## config.mk

```make
export PLATFORM = sky130hd
export DESIGN_NAME = core_boot_ctrl_flat
export DESIGN_NICKNAME = d
export VERILOG_FILES = /design/src/rtl/core_boot_pkg.sv /design/src/rtl/core_boot_ctrl_if.sv /design/src/rtl/core_halt_detect.sv /design/src/rtl/core_boot_ctrl.sv /design/src/flat_wrapper.sv
export SDC_FILE = /design/constraint.sdc
export NUM_CORES = 1
export LEC_CHECK = 0
export ABC_AREA = 1
export BUFFER_PORTS_ARGS = -buffer_cell sky130_fd_sc_hd__buf_2
export CORE_ASPECT_RATIO = 2
export CORE_MARGIN = 2
export CORE_UTILIZATION = 50
export DETAILED_ROUTE_END_ITERATION = 6
export HOLD_SLACK_MARGIN = 0.05
export PLACE_DENSITY = 0.8
export SLEW_MARGIN = 20
export SYNTH_ARGS = -nofsm -noshare
export SYNTH_HDL_FRONTEND = slang
export SYNTH_HIERARCHICAL = 1
export SYNTH_SLANG_ARGS = --single-unit
```

## constraint.sdc

```tcl
create_clock -name clk -period 2.8 [get_ports clk]
set_input_delay 0.14 -clock clk [delete_from_list [all_inputs] [get_ports clk]]
set_output_delay 0.14 -clock clk [all_outputs]
set_load 0.02 [all_outputs]
```

## src/rtl/core_boot_pkg.sv

```systemverilog
// Shared types for the core boot/run sequencer.
package core_boot_pkg;

  localparam int OUT_W = 10;

  typedef enum logic [2:0] {
    ST_IDLE,
    ST_LOAD,
    ST_HOLD,
    ST_RUN,
    ST_DONE
  } state_e;

endpackage

```

## src/rtl/core_boot_ctrl_if.sv

```systemverilog
// Program-stream handshake from the host into the boot controller.
interface core_boot_ctrl_if #(
  parameter int DATA_W = 32
);
  logic              prog_valid;
  logic [DATA_W-1:0] prog_data;
  logic              prog_last;
  logic              prog_ready;

  modport master (output prog_valid, prog_data, prog_last, input prog_ready);
  modport slave  (input prog_valid, prog_data, prog_last, output prog_ready);
endinterface

```

## src/rtl/core_halt_detect.sv

```systemverilog
// Flags halt once core_out has matched its previous value STABLE_CYC times in a row.
// halt is combinational in the cycle of the final matching comparison; no backpressure.
module core_halt_detect
  import core_boot_pkg::*;
#(
  parameter int STABLE_CYC = 8
) (
  input  logic             clk,
  input  logic             reset,
  input  logic             en,
  input  logic [OUT_W-1:0] core_out,
  output logic             halt
);

  localparam int CNT_W = $clog2(STABLE_CYC + 1);

  logic             armed_q, armed_d;
  logic [OUT_W-1:0] prev_q, prev_d;
  logic [CNT_W-1:0] cnt_q, cnt_d;
  logic             same;

  // The first enabled cycle only primes prev; comparisons start on the next one.
  always_comb begin
    same    = (core_out == prev_q);
    halt    = en && armed_q && same && (cnt_q == CNT_W'(STABLE_CYC - 1));
    armed_d = en;
    prev_d  = en ? core_out : prev_q;
    cnt_d   = '0;
    if (en && armed_q && same) begin
      cnt_d = cnt_q + 1'b1;
    end
  end

  always_ff @(posedge clk) begin
    if (reset) begin
      armed_q <= 1'b0;
      prev_q  <= '0;
      cnt_q   <= '0;
    end else begin
      armed_q <= armed_d;
      prev_q  <= prev_d;
      cnt_q   <= cnt_d;
    end
  end

endmodule

```

## src/rtl/core_boot_ctrl.sv

```systemverilog
// Boot sequencer: streams a program into imem, holds the core in reset, runs it until halt/watchdog.
// imem write lands on the handshake edge; prog_ready is high for the whole LOAD state.
module core_boot_ctrl
  import core_boot_pkg::*;
#(
  parameter int ADDR_W     = 5,
  parameter int DATA_W     = 32,
  parameter int RESET_HOLD = 4,
  parameter int STABLE_CYC = 8,
  parameter int WDOG_W     = 16
) (
  input  logic                clk,
  input  logic                reset,
  input  logic                start,
  core_boot_ctrl_if.slave     prog,
  output logic                imem_we,
  output logic [ADDR_W-1:0]   imem_addr,
  output logic [DATA_W-1:0]   imem_wdata,
  output logic                core_reset,
  input  logic [OUT_W-1:0]    core_out,
  output logic [OUT_W-1:0]    result,
  output logic                result_valid,
  output logic                err,
  output logic                busy,
  output logic [WDOG_W-1:0]   run_cycles
);

  localparam int HOLD_W = $clog2(RESET_HOLD + 1);
  localparam logic [ADDR_W-1:0] ADDR_MAX = {ADDR_W{1'b1}};

  state_e             state_q, state_d;
  logic [ADDR_W-1:0]  addr_q, addr_d;
  logic [HOLD_W-1:0]  hold_q, hold_d;
  logic [OUT_W-1:0]   result_q, result_d;
  logic               rvld_q, rvld_d;
  logic               err_q, err_d;
  logic [WDOG_W-1:0]  run_q, run_d;
  logic [WDOG_W-1:0]  run_inc;
  logic               accept;
  logic               halt;

  core_halt_detect #(.STABLE_CYC(STABLE_CYC)) u_halt (
    .clk      (clk),
    .reset    (reset),
    .en       (state_q == ST_RUN),
    .core_out (core_out),
    .halt     (halt)
  );

  assign prog.prog_ready = (state_q == ST_LOAD);
  assign accept          = prog.prog_valid && (state_q == ST_LOAD);
  assign imem_we         = accept;
  assign imem_addr       = addr_q;
  assign imem_wdata      = prog.prog_data;
  assign core_reset      = (state_q != ST_RUN);
  assign busy            = (state_q == ST_LOAD) || (state_q == ST_HOLD) || (state_q == ST_RUN);
  assign result          = result_q;
  assign result_valid    = rvld_q;
  assign err             = err_q;
  assign run_cycles      = run_q;
  assign run_inc         = run_q + 1'b1;

  always_comb begin
    state_d  = state_q;
    addr_d   = addr_q;
    hold_d   = hold_q;
    result_d = result_q;
    rvld_d   = rvld_q;
    err_d    = err_q;
    run_d    = run_q;
    unique case (state_q)
      ST_IDLE, ST_DONE: begin
        if (start) begin
          state_d = ST_LOAD;
          addr_d  = '0;
          err_d   = 1'b0;
          rvld_d  = 1'b0;
          run_d   = '0;
        end
      end
      ST_LOAD: begin
        if (accept) begin
          // The address saturates at the top word so an overflowing load never wraps.
          if (addr_q != ADDR_MAX) begin
            addr_d = addr_q + 1'b1;
          end
          if (prog.prog_last) begin
            state_d = ST_HOLD;
            hold_d  = '0;
          end else if (addr_q == ADDR_MAX) begin
            state_d  = ST_DONE;
            err_d    = 1'b1;
            rvld_d   = 1'b1;
            result_d = '0;
          end
        end
      end
      ST_HOLD: begin
        if (hold_q == HOLD_W'(RESET_HOLD - 1)) begin
          state_d = ST_RUN;
        end else begin
          hold_d = hold_q + 1'b1;
        end
      end
      ST_RUN: begin
        run_d = run_inc;
        // Halt takes priority over a watchdog expiry landing on the same cycle.
        if (halt) begin
          state_d  = ST_DONE;
          result_d = core_out;
          err_d    = 1'b0;
          rvld_d   = 1'b1;
        end else if (&run_inc) begin
          state_d  = ST_DONE;
          result_d = core_out;
          err_d    = 1'b1;
          rvld_d   = 1'b1;
        end
      end
      default: state_d = ST_IDLE;
    endcase
  end

  always_ff @(posedge clk) begin
    if (reset) begin
      state_q  <= ST_IDLE;
      addr_q   <= '0;
      hold_q   <= '0;
      result_q <= '0;
      rvld_q   <= 1'b0;
      err_q    <= 1'b0;
      run_q    <= '0;
    end else begin
      state_q  <= state_d;
      addr_q   <= addr_d;
      hold_q   <= hold_d;
      result_q <= result_d;
      rvld_q   <= rvld_d;
      err_q    <= err_d;
      run_q    <= run_d;
    end
  end

endmodule

```

## src/flat_wrapper.sv

```systemverilog
// flat-port wrapper written by rule: the top's interface ports become plain ports
module core_boot_ctrl_flat import core_boot_pkg::*;
#(
  parameter int ADDR_W     = 5,
  parameter int DATA_W     = 32,
  parameter int RESET_HOLD = 4,
  parameter int STABLE_CYC = 8,
  parameter int WDOG_W     = 16
)
  (clk, reset, start, imem_we, imem_addr, imem_wdata, core_reset, core_out, result, result_valid, err, busy, run_cycles, prog_prog_valid, prog_prog_data, prog_prog_last, prog_prog_ready);
  core_boot_ctrl_if #(.DATA_W(DATA_W)) prog_i ();
  input  logic clk;
  input  logic reset;
  input  logic start;
  output logic imem_we;
  output logic [ADDR_W-1:0] imem_addr;
  output logic [DATA_W-1:0] imem_wdata;
  output logic core_reset;
  input  logic [OUT_W-1:0] core_out;
  output logic [OUT_W-1:0] result;
  output logic result_valid;
  output logic err;
  output logic busy;
  output logic [WDOG_W-1:0] run_cycles;
  input wire logic [$bits(prog_i.prog_valid)-1:0] prog_prog_valid;
  input wire logic [$bits(prog_i.prog_data)-1:0] prog_prog_data;
  input wire logic [$bits(prog_i.prog_last)-1:0] prog_prog_last;
  output wire logic [$bits(prog_i.prog_ready)-1:0] prog_prog_ready;
  assign prog_i.prog_valid = prog_prog_valid;
  assign prog_i.prog_data = prog_prog_data;
  assign prog_i.prog_last = prog_prog_last;
  assign prog_prog_ready = prog_i.prog_ready;
  core_boot_ctrl #(.ADDR_W(ADDR_W), .DATA_W(DATA_W), .RESET_HOLD(RESET_HOLD), .STABLE_CYC(STABLE_CYC), .WDOG_W(WDOG_W)) u_core (.clk(clk), .reset(reset), .start(start), .prog(prog_i), .imem_we(imem_we), .imem_addr(imem_addr), .imem_wdata(imem_wdata), .core_reset(core_reset), .core_out(core_out), .result(result), .result_valid(result_valid), .err(err), .busy(busy), .run_cycles(run_cycles));
endmodule
```

After elaboration in Yosys (flattened, before gate mapping)
Index checks and enable logic that the tools add are counted.
{ "totals": {"wordCells": 89, "register_bits": 54, "in_bits": 47, "out_inout_bits": 69} }
{ "op_classes": {"reduce_logical": 21, "eq_ne": 20, "n_bitwise": 1, "mux": 33, "add_sub_neg": 4} }
{ "ops": {"columns": ["operator", "n"], "rows": [
  ["10-bit 2-to-1 mux", 5],
  ["16-bit case mux with 2 select lines", 1],
  ["3-bit 2-to-1 mux", 10],
  ["10-bit case mux with 2 select lines", 1],
  ["16-bit by 1-bit adder with 16-bit output, second input constant", 1],
  ["16-bit 2-to-1 mux", 1],
  ["16-bit AND reduction", 1],
  ["5-bit 2-to-1 mux", 3],
  ["2-bit != test, second input constant", 6],
  ["3-bit case mux with 4 select lines", 1],
  ["10-bit == test", 1],
  ["5-bit case mux with 2 select lines", 1],
  ["5-bit AND reduction", 2],
  ["3-bit by 2-bit == test with 1-bit output, second input constant", 3],
  ["4-bit AND reduction", 2],
  ["2-bit nonzero test", 4],
  ["1-bit 2-to-1 mux", 7],
  ["3-bit by 2-bit != test with 1-bit output, second input constant", 2],
  ["1-bit case mux with 3 select lines", 2],
  ["3-bit case mux with 2 select lines", 1],
  ["6-bit AND reduction", 1],
  ["5-bit by 1-bit adder with 5-bit output, second input constant", 1],
  ["5-bit == test, second input constant", 1],
  ["5-bit != test, second input constant", 1],
  ["14 further kinds", 20]
]} }

Logic depth before layout (Yosys ltp)
{ "logic_depth": {"ltp_word": 6, "ltp_mapped": 17, "mapped_depth_nobuf": 15} }

By module
Netlist, hierarchy kept.
{ "by_module_without_submodules": {"columns": ["module", "seq_area_each_um2", "n_inst", "area_each_um2", "cells_per_inst"], "rows": [
  ["core_boot_ctrl", 780.7, 1, 2533.7, 412],
  ["core_halt_detect", 300.3, 1, 716.9, 106]
]} }

Worst setup path after synthesis
No wires, ideal clock.
{ "synth_timing": {"path_kind": "register -> register", "start": "register u_core.state_q[2]", "end": "register u_core.result_q[0] (netlist: u_core/result[0])", "arrival_ns": 2.256, "t_required_ns": 2.690, "path_stages_with_launch": 17, "path_buffers": 4, "synth_period_minus_slack_ns": 2.366, "setup_time_ns": 0.110, "path_slack_ns": 0.434, "cell_sequence": "dfxtp_1 > clkbuf_2 > nor3_2 > clkbuf_1 > buf_4 > nand2_2 > nor2_1 > nand2_1 > nor2_2 > nand2_1 > nor2_1 > nor2_1 > nand2_2 > buf_2 > nand4_1 > nand2_1 > nor2_1"} }
{ "synth_between": {"elab_chain_len": 6, "elab_cells_between_ends": 14, "classes_between": "eq/ne: 6; mux: 2; reduce/logical: 6"} }
{ "synth_rtl": {"columns": ["item", "line_no", "source"], "rows": [
  ["from (decl)", "core_boot_ctrl.sv:31", "state_e state_q, state_d;"],
  ["from (signal assigned)", "core_boot_ctrl.sv:134", "state_q <= state_d;"],
  ["3-bit by 2-bit == test with 1-bit output (*)", "core_boot_ctrl.sv:45", ".en (state_q == ST_RUN),"],
  ["1-bit logical AND (*) (3 in a row)", "core_halt_detect.sv:25", "halt = en && armed_q && same && (cnt_q == CNT_W'(STABLE_CYC - 1));"],
  ["via u_core.halt", "core_boot_ctrl.sv:40", "logic halt;"],
  ["3-bit by 1-bit != test with 1-bit output (no line) / 10-bit 2-to-1 mux (equally long branches)", null, null],
  ["5-bit AND reduction (no line) / 10-bit case mux with 2 select lines (equally long branches)", null, null],
  ["to (signal assigned)", "core_boot_ctrl.sv:137", "result_q <= result_d;"],
  ["to (decl)", "core_boot_ctrl.sv:34", "logic [OUT_W-1:0] result_q, result_d;"]
]} }
Mark *: on every way through the listed nets, which the timed path passes. The rest lies on a longest branch.
A chain may end at the register's enable or synchronous reset.

Final worst setup path
{ "layout_timing": {"start": "register u_core.run_q[0] (netlist: u_core/run_cycles[0])", "end": "register u_core.result_q[3] (netlist: u_core/result[3])"} }
{ "layout_between": {"elab_chain_len": 4} }
{ "layout_rtl": {"columns": ["item", "line_no", "source"], "rows": [
  ["from (decl)", "core_boot_ctrl.sv:37", "logic [WDOG_W-1:0] run_q, run_d;"],
  ["from (signal assigned)", "core_boot_ctrl.sv:140", "run_q <= run_d;"],
  ["16-bit by 1-bit adder with 16-bit output", "core_boot_ctrl.sv:61", "assign run_inc = run_q + 1'b1;"],
  ["16-bit AND reduction", "core_boot_ctrl.sv:113", "end else if (&run_inc) begin"],
  ["3-bit by 1-bit != test with 1-bit output (no line)", null, null],
  ["5-bit AND reduction (no line)", null, null]
]} }
No other way between the ends.

==> impl_metrics.json <==
{
  "synth-seq-area-share": 0.3326,
  "cpLargestDelayFamily": "simple AND/OR/NAND/NOR gates",
  "ant_nets": 0,
  "routed_wl_um": 7565,
  "drt_iter0_markers": 167,
  "numClockSinks": 54,
  "grt-ovfl-total": 0,
  "grt_max_degree": 44,
  "clk_path_buf_depth": 2,
  "power_density_nw_per_um2": 762.5,
  "worstMarginPinSlew_ns": 0.9959,
  "finClkSkew_ns": 0.004068,
  "viasPerCell": 5.074,
  "antenna_cells": 0,
  "synthesis.nets": 572,
  "setup-tns-final_ns": 0,
  "crit_chain": "ha_1 -> nand3_1 -> inv_1 -> nand2_1 -> nand2_1 -> nand2_1 -> nor2_1 -> nand2_1 -> nor2_1 -> nand3_1 -> nand2_2 -> nand3_2 -> nand2_1 -> inv_1 -> nor2_1",
  "crit_slowest_cell": "dfxtp_1",
  "grt_pass1_wl_um": 12770,
  "crit_start": "u_core/run_cycles[0]",
  "grt_pass1_vias": 3035,
  "max-vdd-ir-drop_uv": 451.0,
  "place_hpwl_um": 5789,
  "p_leak_nw": 1.655,
  "cp.arrival_ns": 2.70,
  "drive_above_1_share": 0.1372,
  "path_common_cell": "nand2_1",
  "netlist-cell-type-count": 28,
  "globalplace.congestion": 0.8812,
  "crit_fanout": 15,
  "rows": 41,
  "synth_area_sq_um": 3251,
  "drv_cap": 0,
  "reg2reg_from": "u_core/run_cycles[0]",
  "clk_pin_slew_ns": 0.06,
  "hp-class": "in -> reg",
  "drtPass1Iterations": 5,
  "grt_util_all_layers": 0.2278,
  "core_area_sq_um": 6310,
  "die_width_um": 61.02,
  "numCtsBuffers": 5,
  "relSlewSlack": 0.3305,
  "boundaryPins": 116,
  "path_class": "reg -> reg",
  "clock_tree.root_cell": "clkbuf_16",
  "path_buf_inv": 2,
  "critPathMaxStageDelay_ns": 0.44,
  "port_buffers": 51,
  "rrSetupSlack_ns": 0.32,
  "dp.cells": 611,
  "status": "completed",
  "layout.nets": 586,
  "syn_avg_cell_area_sq_um": 6.275,
  "die-area_sq_um": 7202,
  "hold_viol": 0,
  "antenna_found_initial": 0,
  "via_count": 3136,
  "ys.warnings.count": 6,
  "min_from": "core_out[9]",
  "min_period_ns": 2.480,
  "post_cts_resize_count": 0,
  "start_util": 0.5152,
  "grt_setup_unrepaired": "no",
  "hold_ws_ns": 0.1162,
  "slew_viol_final": 0,
  "die_y_um": 118.0,
  "fin_crit_sh": 0.8858,
  "syn_inst": 518,
  "hold_buffers": 0,
  "ys_ff_latch": 54,
  "cts_tree": "yes",
  "postPlaceCellArea_sq_um": 3339,
  "wl_per_cell_um": 12.24,
  "end_kind": "flip-flop",
  "required_ns": 3.02,
  "area_growth_pct": 6.890,
  "drc": 0,
  "max_freq_mhz": 403.2,
  "post-cts-setup-buffers": 0,
  "critPathLaunchType": "flip-flop",
  "finalInstanceArea_sq_um": 3475,
  "clock_latency_ns": 0.29,
  "setup_viol": 0,
  "stdcell_count": 618,
  "htreeDepth": 2
}
-- cell usage in the layout, fill, tap and decap left out, types with 4 or more instances in the layout --
cell	instances
a21oi_1	28
nand3_1	27
clkbuf_16	5
o21ai_0	18
nor2_2	5
nand4_1	16
dfxtp_1	54
ha_1	7
nand2_1	142
nor3_1	5
xor2_1	4
buf_2	51
nor2_1	65
inv_1	83
-- final timing paths --
path                              to  depth (start not counted)
max                 u_core/result[3]                         15
min          u_core/u_halt/prev_q[9]                          3
max reg2reg         u_core/result[3]                         15
min reg2reg   u_core/u_halt/cnt_q[0]                          1
-- synth_stat cells (all sizes together) --
library cell    n  share of area
nor4            1         0.0019
o21ai          19          0.029
nor2           70          0.084
clkbuf          9          0.011
nand3          30          0.051
nand2         144           0.17
ha              7          0.027
xor2            4          0.011
buf            37          0.082
a21oi          28          0.043
nand4          16          0.031
xnor2           2         0.0054
or2             1         0.0019
inv            85          0.098
o211a           2         0.0062
dfxtp          54           0.33
nor3            6          0.011
nand3b          1         0.0023
o21bai          2         0.0046
-- kinds of logic (layout without fill, tap and decap cells) --
group	count (synthesis)	in the layout	share of synthesized area
buf+inv	131	145	0.1909
compound gates	51	51	0.08314
simple gates	269	269	0.3503
xor+xnor	6	6	0.01617
fa+ha+maj	7	7	0.02694
flops	54	54	0.3326
-- power breakdown --
| group | switching [mW] | internal [mW] |
|---|---|---|
| logic | 0.711 | 0.336 |
| registers | 0.105 | 0.914 |
| clock network | 0.256 | 0.328 |
-- routing by layer --
metal / vias up / GRT usage / part of all wire
met1: 1425 / 0.2209 / 0.35
met5: - / 0 / 0
li1: 1589 / - / -
met4: 0 / 0.1399 / 0.047
met3: 33 / 0.04505 / 0.048
met2: 89 / 0.4079 / 0.56
-- through the flow --
stage               power [mW]    util  worst slack [ns]
finish                   2.649  0.5507            0.3197
global route             2.857  0.5507           0.02621
CTS                      2.670  0.5503            0.3615
detailed placement       2.072  0.5292            0.3852
global placement         2.038  0.5292            0.4798
floorplan                1.843       -            0.4344
-- flip-flops by register name, summed over array words and instances, names as in the netlist --
signal                 cells
u_core/imem_addr           5
u_core/run_cycles         16
u_core/hold_q              3
u_core/result_valid        1
u_core/u_halt/armed_q      1
u_core/state_q             3
u_core/err                 1
u_core/result             10
u_core/u_halt/cnt_q        4
u_core/u_halt/prev_q      10
-- worst reg2reg max path, cell delays in order (launching register included) --
cell and delay [ns]:
dfxtp_1 0.44, ha_1 0.26, nand3_1 0.22, inv_1 0.16, nand2_1 0.06, nand2_1 0.07
nand2_1 0.06, nor2_1 0.10, nand2_1 0.09, nor2_1 0.10, nand3_1 0.09, nand2_2 0.23
nand3_2 0.26, nand2_1 0.14, inv_1 0.05, nor2_1 0.10
-- cell type report --
cell class	count	area, sq um
Multi-Input combinational cell	333	1564
Inverter	85	319.1
Fill cell	670	2835
Timing Repair Buffer	53	270.3
Tap cell	86	107.6
Sequential cell	54	1081
Clock buffer	7	132.6
Note: power is estimated with default switching activity, not from simulation.
